--- src/rtl/mul_reservation_station.sv ---
// Multiply reservation station: buffers dispatched ops, snoops the CDB,
// issues ready ops to the multiplier and releases tags on result broadcast.
typedef struct packed {
  logic [2:0] op;
  logic       is_signed;
  logic       oe;
  logic       rc;
} mul_decode_t;

module mul_reservation_station #(
  parameter int RS_ID_WIDTH = 5,
  parameter int RS_DEPTH    = 4,
  parameter int RS_OFFSET   = 0
) (
  input  logic                   clk,
  input  logic                   rst,
  input  logic                   disp_valid,
  output logic                   disp_ready,
  output logic [RS_ID_WIDTH-1:0] disp_rs_id,
  input  logic [4:0]             disp_result_reg_addr,
  input  mul_decode_t            disp_control,
  input  logic                   disp_op1_valid,
  input  logic                   disp_op2_valid,
  input  logic                   disp_xer_valid,
  input  logic [31:0]            disp_op1,
  input  logic [31:0]            disp_op2,
  input  logic [31:0]            disp_xer,
  input  logic [RS_ID_WIDTH-1:0] disp_op1_tag,
  input  logic [RS_ID_WIDTH-1:0] disp_op2_tag,
  input  logic [RS_ID_WIDTH-1:0] disp_xer_tag,
  input  logic                   cdb_valid,
  input  logic [RS_ID_WIDTH-1:0] cdb_rs_id,
  input  logic [31:0]            cdb_result,
  input  logic                   cdb_xer_valid,
  input  logic [31:0]            cdb_xer,
  output logic                   issue_valid,
  input  logic                   issue_ready,
  output logic [RS_ID_WIDTH-1:0] issue_rs_id,
  output logic [4:0]             issue_result_reg_addr,
  output logic [31:0]            issue_op1,
  output logic [31:0]            issue_op2,
  output logic [31:0]            issue_xer,
  output mul_decode_t            issue_control
);
  localparam int IW = RS_ID_WIDTH;

  typedef enum logic [1:0] {
    S_FREE, S_WAIT, S_READY, S_ISSUED
  } state_e;

  typedef struct packed {
    logic          vld;
    logic [IW-1:0] tag;
    logic [31:0]   val;
  } opnd_t;

  typedef struct packed {
    state_e      st;
    logic [4:0]  rd;
    mul_decode_t ctrl;
    opnd_t       op1;
    opnd_t       op2;
    opnd_t       xer;
  } ent_t;

  typedef struct packed {
    logic [IW-1:0] rs_id;
    logic [4:0]    rd;
    mul_decode_t   ctrl;
    logic [31:0]   op1;
    logic [31:0]   op2;
    logic [31:0]   xer;
  } iss_t;

  ent_t ent_q [RS_DEPTH];
  ent_t ent_d [RS_DEPTH];
  iss_t iss_q, iss_d;
  logic iss_vld_q, iss_vld_d;

  logic [RS_DEPTH-1:0] free_oh, rdy_oh;
  logic                free_any, rdy_any;
  logic                disp_fire, iss_load;
  opnd_t               d_op1, d_op2, d_xer;

  assign d_op1 = '{vld: disp_op1_valid, tag: disp_op1_tag, val: disp_op1};
  assign d_op2 = '{vld: disp_op2_valid, tag: disp_op2_tag, val: disp_op2};
  assign d_xer = '{vld: disp_xer_valid, tag: disp_xer_tag, val: disp_xer};

  function automatic opnd_t snoop(
    input opnd_t         o,
    input logic          hit_en,
    input logic [IW-1:0] hit_tag,
    input logic [31:0]   hit_val
  );
    snoop = o;
    if (!o.vld && hit_en && o.tag == hit_tag) begin
      snoop.vld = 1'b1;
      snoop.val = hit_val;
    end
  endfunction

  always_comb begin
    free_any   = 1'b0;
    rdy_any    = 1'b0;
    free_oh    = '0;
    rdy_oh     = '0;
    disp_rs_id = '0;
    for (int i = 0; i < RS_DEPTH; i++) begin
      if (!free_any && ent_q[i].st == S_FREE) begin
        free_any   = 1'b1;
        free_oh[i] = 1'b1;
        disp_rs_id = IW'(RS_OFFSET + i);
      end
      if (!rdy_any && ent_q[i].st == S_READY) begin
        rdy_any   = 1'b1;
        rdy_oh[i] = 1'b1;
      end
    end
  end

  assign disp_ready = free_any;

  always_comb begin
    disp_fire = disp_valid && free_any;
    iss_load  = !iss_vld_q || issue_ready;
    iss_d     = iss_q;
    iss_vld_d = iss_vld_q;
    if (iss_load)
      iss_vld_d = rdy_any;
    for (int i = 0; i < RS_DEPTH; i++) begin
      ent_d[i] = ent_q[i];
      ent_d[i].op1 = snoop(ent_q[i].op1, cdb_valid,
                           cdb_rs_id, cdb_result);
      ent_d[i].op2 = snoop(ent_q[i].op2, cdb_valid,
                           cdb_rs_id, cdb_result);
      ent_d[i].xer = snoop(ent_q[i].xer,
                           cdb_valid && cdb_xer_valid,
                           cdb_rs_id, cdb_xer);
      if (iss_load && rdy_oh[i]) begin
        iss_d.rs_id = IW'(RS_OFFSET + i);
        iss_d.rd    = ent_q[i].rd;
        iss_d.ctrl  = ent_q[i].ctrl;
        iss_d.op1   = ent_q[i].op1.val;
        iss_d.op2   = ent_q[i].op2.val;
        iss_d.xer   = ent_q[i].xer.val;
      end
      unique case (ent_q[i].st)
        S_FREE: begin
          if (disp_fire && free_oh[i]) begin
            ent_d[i].rd   = disp_result_reg_addr;
            ent_d[i].ctrl = disp_control;
            // bypass: a same-cycle CDB hit lands as already valid
            ent_d[i].op1  = snoop(d_op1, cdb_valid,
                                  cdb_rs_id, cdb_result);
            ent_d[i].op2  = snoop(d_op2, cdb_valid,
                                  cdb_rs_id, cdb_result);
            ent_d[i].xer  = snoop(d_xer,
                                  cdb_valid && cdb_xer_valid,
                                  cdb_rs_id, cdb_xer);
            ent_d[i].st   = (ent_d[i].op1.vld &&
                             ent_d[i].op2.vld &&
                             ent_d[i].xer.vld) ?
                            S_READY : S_WAIT;
          end
        end
        S_WAIT: begin
          if (ent_d[i].op1.vld && ent_d[i].op2.vld &&
              ent_d[i].xer.vld)
            ent_d[i].st = S_READY;
        end
        S_READY: begin
          if (iss_load && rdy_oh[i])
            ent_d[i].st = S_ISSUED;
        end
        S_ISSUED: begin
          if (cdb_valid && cdb_rs_id == IW'(RS_OFFSET + i))
            ent_d[i].st = S_FREE;
        end
      endcase
    end
  end

  always_ff @(posedge clk) begin
    if (rst) begin
      for (int i = 0; i < RS_DEPTH; i++)
        ent_q[i] <= '0;
      iss_q     <= '0;
      iss_vld_q <= 1'b0;
    end else begin
      for (int i = 0; i < RS_DEPTH; i++)
        ent_q[i] <= ent_d[i];
      iss_q     <= iss_d;
      iss_vld_q <= iss_vld_d;
    end
  end

  assign issue_valid           = iss_vld_q;
  assign issue_rs_id           = iss_q.rs_id;
  assign issue_result_reg_addr = iss_q.rd;
  assign issue_op1             = iss_q.op1;
  assign issue_op2             = iss_q.op2;
  assign issue_xer             = iss_q.xer;
  assign issue_control         = iss_q.ctrl;
endmodule
--- config.mk ---
export PLATFORM = sky130hd
export DESIGN_NAME = mul_reservation_station
export DESIGN_NICKNAME = d
export VERILOG_FILES = /design/src/rtl/mul_reservation_station.sv
export SDC_FILE = /design/constraint.sdc
export NUM_CORES = 2
export LEC_CHECK = 0
export BUFFER_PORTS_ARGS = -buffer_cell sky130_fd_sc_hd__buf_2
export CAP_MARGIN = 20
export CORE_MARGIN = 2
export CORE_UTILIZATION = 40
export CTS_CLUSTER_DIAMETER = 100
export DETAILED_ROUTE_END_ITERATION = 6
export MAX_ROUTING_LAYER = met4
export PLACE_DENSITY = 0.56
export SYNTH_ARGS = -nofsm -noshare
export SYNTH_HDL_FRONTEND = slang
export SYNTH_SLANG_ARGS = --single-unit
--- constraint.sdc ---
create_clock -name clk -period 4.9 [get_ports clk]
set_input_delay 0.735 -clock clk [delete_from_list [all_inputs] [get_ports clk]]
set_output_delay 0.735 -clock clk [all_outputs]
set_load 0.01 [all_outputs]
==> summary.md <==
The run finished with clean final reports. Global routing used 26.6% of the available tracks across all layers. For this run, the detailed router's first-pass iteration total came to 5. The final standard cell area without fillers came out at 0.0374 sq mm. Height of the die: 291 um. Kind of end point of the critical path: a register. At the pin with the least slew margin, the transition time is 1.09 ns. Number of DRC violations after detailed-routing iteration 0: 2152. In the global route stage, met1 resource usage came out at 37.5%. Counting flops with an async set or reset pin after synthesis yields a share of 0%. Global routing used 3.45% of the available met3 tracks. The critical path contains buffers and inverters numbering 2 combined. For flop-to-flop paths, the worst setup slack is 1.66 ns. Averaged over all synthesized cells, the footprint is 8.77 sq um. In the final routed layout, each cell accounts on average for 22.9 um. The logs give 0.390 ns for the final hold slack and 18.5 mW for the total design power. In this run, distinct cell masters in the synthesized netlist total 54. Once placement completed, the tool counted placed cells totaling 4794.

The die covers 0.0849 sq mm. The H-tree depth reported by CTS was 3; the number of standard cells in the layout, taps in and fillers out was 4923. The worst endpoint required time is 5.35 ns. After routing, the total negative slack on setup checks comes to 0 ns. The tools report the cell area reported after detailed placement as 0.0350 sq mm. The congestion estimate from routability-driven global placement came to 0.809. Among all stages on the critical path, the largest delay is contributed by sky130_fd_sc_hd__nor3b_1. For this run, the leading register cell type out of synthesis is sky130_fd_sc_hd__dfxtp_1. Cells fill 45.6% of the core in the end.

Setup repair after global routing left no endpoint under its margin. Final period demand of the worst path: 3.24 ns. Max-cap violations in this run came to 0. For the final max-slew violation count, the log shows 0. In this run the worst setup path terminates at ent_q[3][91]. The largest stage delay on the critical path works out to 0.66 ns. The post-cts resize count was 0.

In the final layout, the share of cells above drive strength 1 is 14.9%. The synthesized design contains 618 register bits. The family with the most delay on the worst path is simple AND/OR/NAND/NOR gates.

For the final database, setup skew stands at 0.0205 ns. The terminus of the critical flop-to-flop path is ent_q[3][91]. The netlist area before placement came out at 0.0330 sq mm.

The root buffer cell chosen for the clock tree is sky130_fd_sc_hd__clkbuf_16. The number of cells on the worst reg-to-reg path is 7. The wire length after detailed routing came out at 113000 um. Traced cell by cell, the critical path runs through inv_1 > ha_1 > nor3b_1 > nand2_4 > buf_4 > nor3_1 > a211oi_1.

In the final design database the tool counted 4016 nets. After clock tree synthesis, the clock-pin slew on the worst setup and hold paths is 0.06 ns. Of the available clock period, the critical path in the final layout requires 66.1%. The total I/O pin count is 319, and the clock sink count is 618. In this run the static leakage power is 12.8 nW. The register area share after synthesis is 37.5%, and the number of enable flip-flop cells after synthesis is 0.

The final route contains 29154 vias. The post-detailed-route count of antenna-violating nets came out at 0. The power per unit of standard cell area is 494 mW/mm^2.

After floorplanning, the core was sized to cover 0.0820 sq mm. The initial core utilization was 40.3%; the highest clock rate was 0.309 GHz. Buffers inserted during clock tree synthesis total 73.

The tools report the critical path startpoint as ent_q[0][125]. The clock passes through at most 3 buffers. In this run the number of cells on the critical path is 7.

The detail-routed via count per cell was 5.92. The number of core rows is 105, and the largest net degree at the start of global routing is 141. The tools report the number of instances in the synthesized netlist as 3766. Global routing used 40.3% of the available met2 tracks. Before CTS, the worst setup slack after placement is 1.27 ns.

Clock latency on the worst-skew pair, taken at its later pin, is 0.62 ns. Summed over all nets, the half-perimeter wirelength after detailed placement is 66300 um. The number of hold-repair buffers added at the cts stage came out at 0. The global route total overflow is 0. The first global-routing pass estimated 174000 um of wire. In this run the horizontal extent of the chip is 291 um.

The logs give 1.66 ns for the worst setup margin and 28047 for the via count of the first global-routing pass. The count of input and output buffers came out at 312. Yosys printed 0 warnings. Setup violations remaining at the end of the flow were counted as 0.

Counting the fill cells in the layout gives 8098. Along the worst path, the maximum fanout reaches 68. For the initial antenna violation count, the log shows 3.

The worst setup path is launched from a register. TritonCTS built the clock tree. Final hold violation count: 0.

For the maximum vdd drop, the log shows 270 uV. Post-CTS timing repair inserted 0 buffers for setup. Registers take 0.0124 sq mm. In the routed design, unresolved DRC markers number 0. The critical path in this run is classified as reg2reg. The growth of design area from synthesis to finish works out to 13.3%.

The multi-input logic area is 0.0188 sq mm. met2 is the most crowded layer. In this run the critical register-to-register path is launched from ent_q[0][125]. Measured against its own limit, the worst slew margin works out to 27.3%. Path category of the worst min-delay check: in2reg. The arrival time reported for the critical path endpoint was 3.68 ns.
-- final cells by class --
type	count	share of cell area, %
multi-input combinational	2656	50.2
timing repair buffer	373	5.87
inverter	77	0.772
tap	1070	3.58
clock inverter	15	0.632
sequential	618	33.1
antenna	3	0.0201
clock buffer	111	5.83
-- worst reg2reg max path, stage by stage, from the launching register on --
cell,delay [ns]
sky130_fd_sc_hd__dfxtp_1,0.36
sky130_fd_sc_hd__inv_1,0.10
sky130_fd_sc_hd__ha_1,0.36
sky130_fd_sc_hd__nor3b_1,0.66
sky130_fd_sc_hd__nand2_4,0.54
sky130_fd_sc_hd__buf_4,0.63
sky130_fd_sc_hd__nor3_1,0.32
sky130_fd_sc_hd__a211oi_1,0.09
-- cells in the mapped netlist, types with 38 or more instances --
master	instances	area [sq um]
sky130_fd_sc_hd__nor3_1	393	1970
sky130_fd_sc_hd__a211oi_1	329	2470
sky130_fd_sc_hd__buf_2	48	240
sky130_fd_sc_hd__buf_1	52	195
sky130_fd_sc_hd__clkbuf_1	294	1100
sky130_fd_sc_hd__xnor2_1	47	412
sky130_fd_sc_hd__a211o_1	107	937
sky130_fd_sc_hd__dfxtp_1	618	12400
sky130_fd_sc_hd__mux2i_1	427	4270
sky130_fd_sc_hd__nor2_1	234	878
sky130_fd_sc_hd__a311oi_1	177	1550
sky130_fd_sc_hd__inv_1	77	289
sky130_fd_sc_hd__nand2_1	402	1510
sky130_fd_sc_hd__nor4_1	38	238
sky130_fd_sc_hd__a21oi_1	116	581
sky130_fd_sc_hd__o31a_1	99	867
sky130_fd_sc_hd__nor4_4	56	1190
-- power by group --
part	total, mW	internal (mW)	switching [mW]
Clock	5.62	3.37	2.25
Combinational	6.10	2.29	3.81
Sequential	6.77	6.16	0.614
-- registers in the layout, summed over array words and instances (netlist names) --
| register | count |
|---|---|
| issue_op1 | 32 |
| issue_valid | 1 |
| issue_result_reg_addr | 5 |
| issue_rs_id | 2 |
| issue_op2 | 32 |
| issue_control | 6 |
| issue_xer | 32 |
| ent_q | 508 |
-- layout by cell type, fill, tap and decap left out, drive strengths merged, types with 7 or more instances in the layout --
| master | n |
|---|---|
| a21o | 8 |
| clkbuf | 111 |
| a211o | 107 |
| nand4 | 14 |
| o21bai | 8 |
| a21oi | 116 |
| nor2b | 7 |
| xor2 | 28 |
| nor4 | 101 |
| o21ai | 33 |
| a41oi | 7 |
| inv | 80 |
| nor2 | 234 |
| a211oi | 329 |
| buf | 373 |
| a311oi | 177 |
| nand2 | 402 |
| mux2i | 427 |
| ha | 17 |
| o31a | 99 |
| xnor2 | 47 |
| nand3 | 35 |
| nor3 | 399 |
| dfxtp | 618 |
-- kinds of logic after synthesis --
logic type,share of synthesized area (%)
buffers and inverters,6.25
and+or+nand+nor,19.6
adders and majority gates,0.644
xor gates and xnor gates,1.99
other,0.0114
DFF,37.5
muxes,12.9
AOI/OAI and AO/OA,21.1
-- per-layer routing --
layer / vias up / part of all wire (%) / wire length, um
li1: 14070 / - / -
met2: 880 / 45 / 50300
met1: 14047 / 48 / 54000
met3: 157 / 5.6 / 6290
met5: - / 0 / 0
met4: 0 / 2.0 / 2280
-- worst min path at each step --
stage                    end                     from  cells after the start
4_1_cts        ent_q[3][122]  disp_result_reg_addr[2]                      3
6_report       ent_q[0][123]  disp_result_reg_addr[3]                      3
3_3_place_gp   ent_q[3][122]            ent_q[3][122]                      2
2_1_floorplan  ent_q[0][114]            ent_q[0][114]                      2
5_1_grt        ent_q[0][124]  disp_result_reg_addr[4]                      3
3_5_place_dp   ent_q[0][120]            ent_q[0][120]                      2
Power figures use the tool's default switching activity.
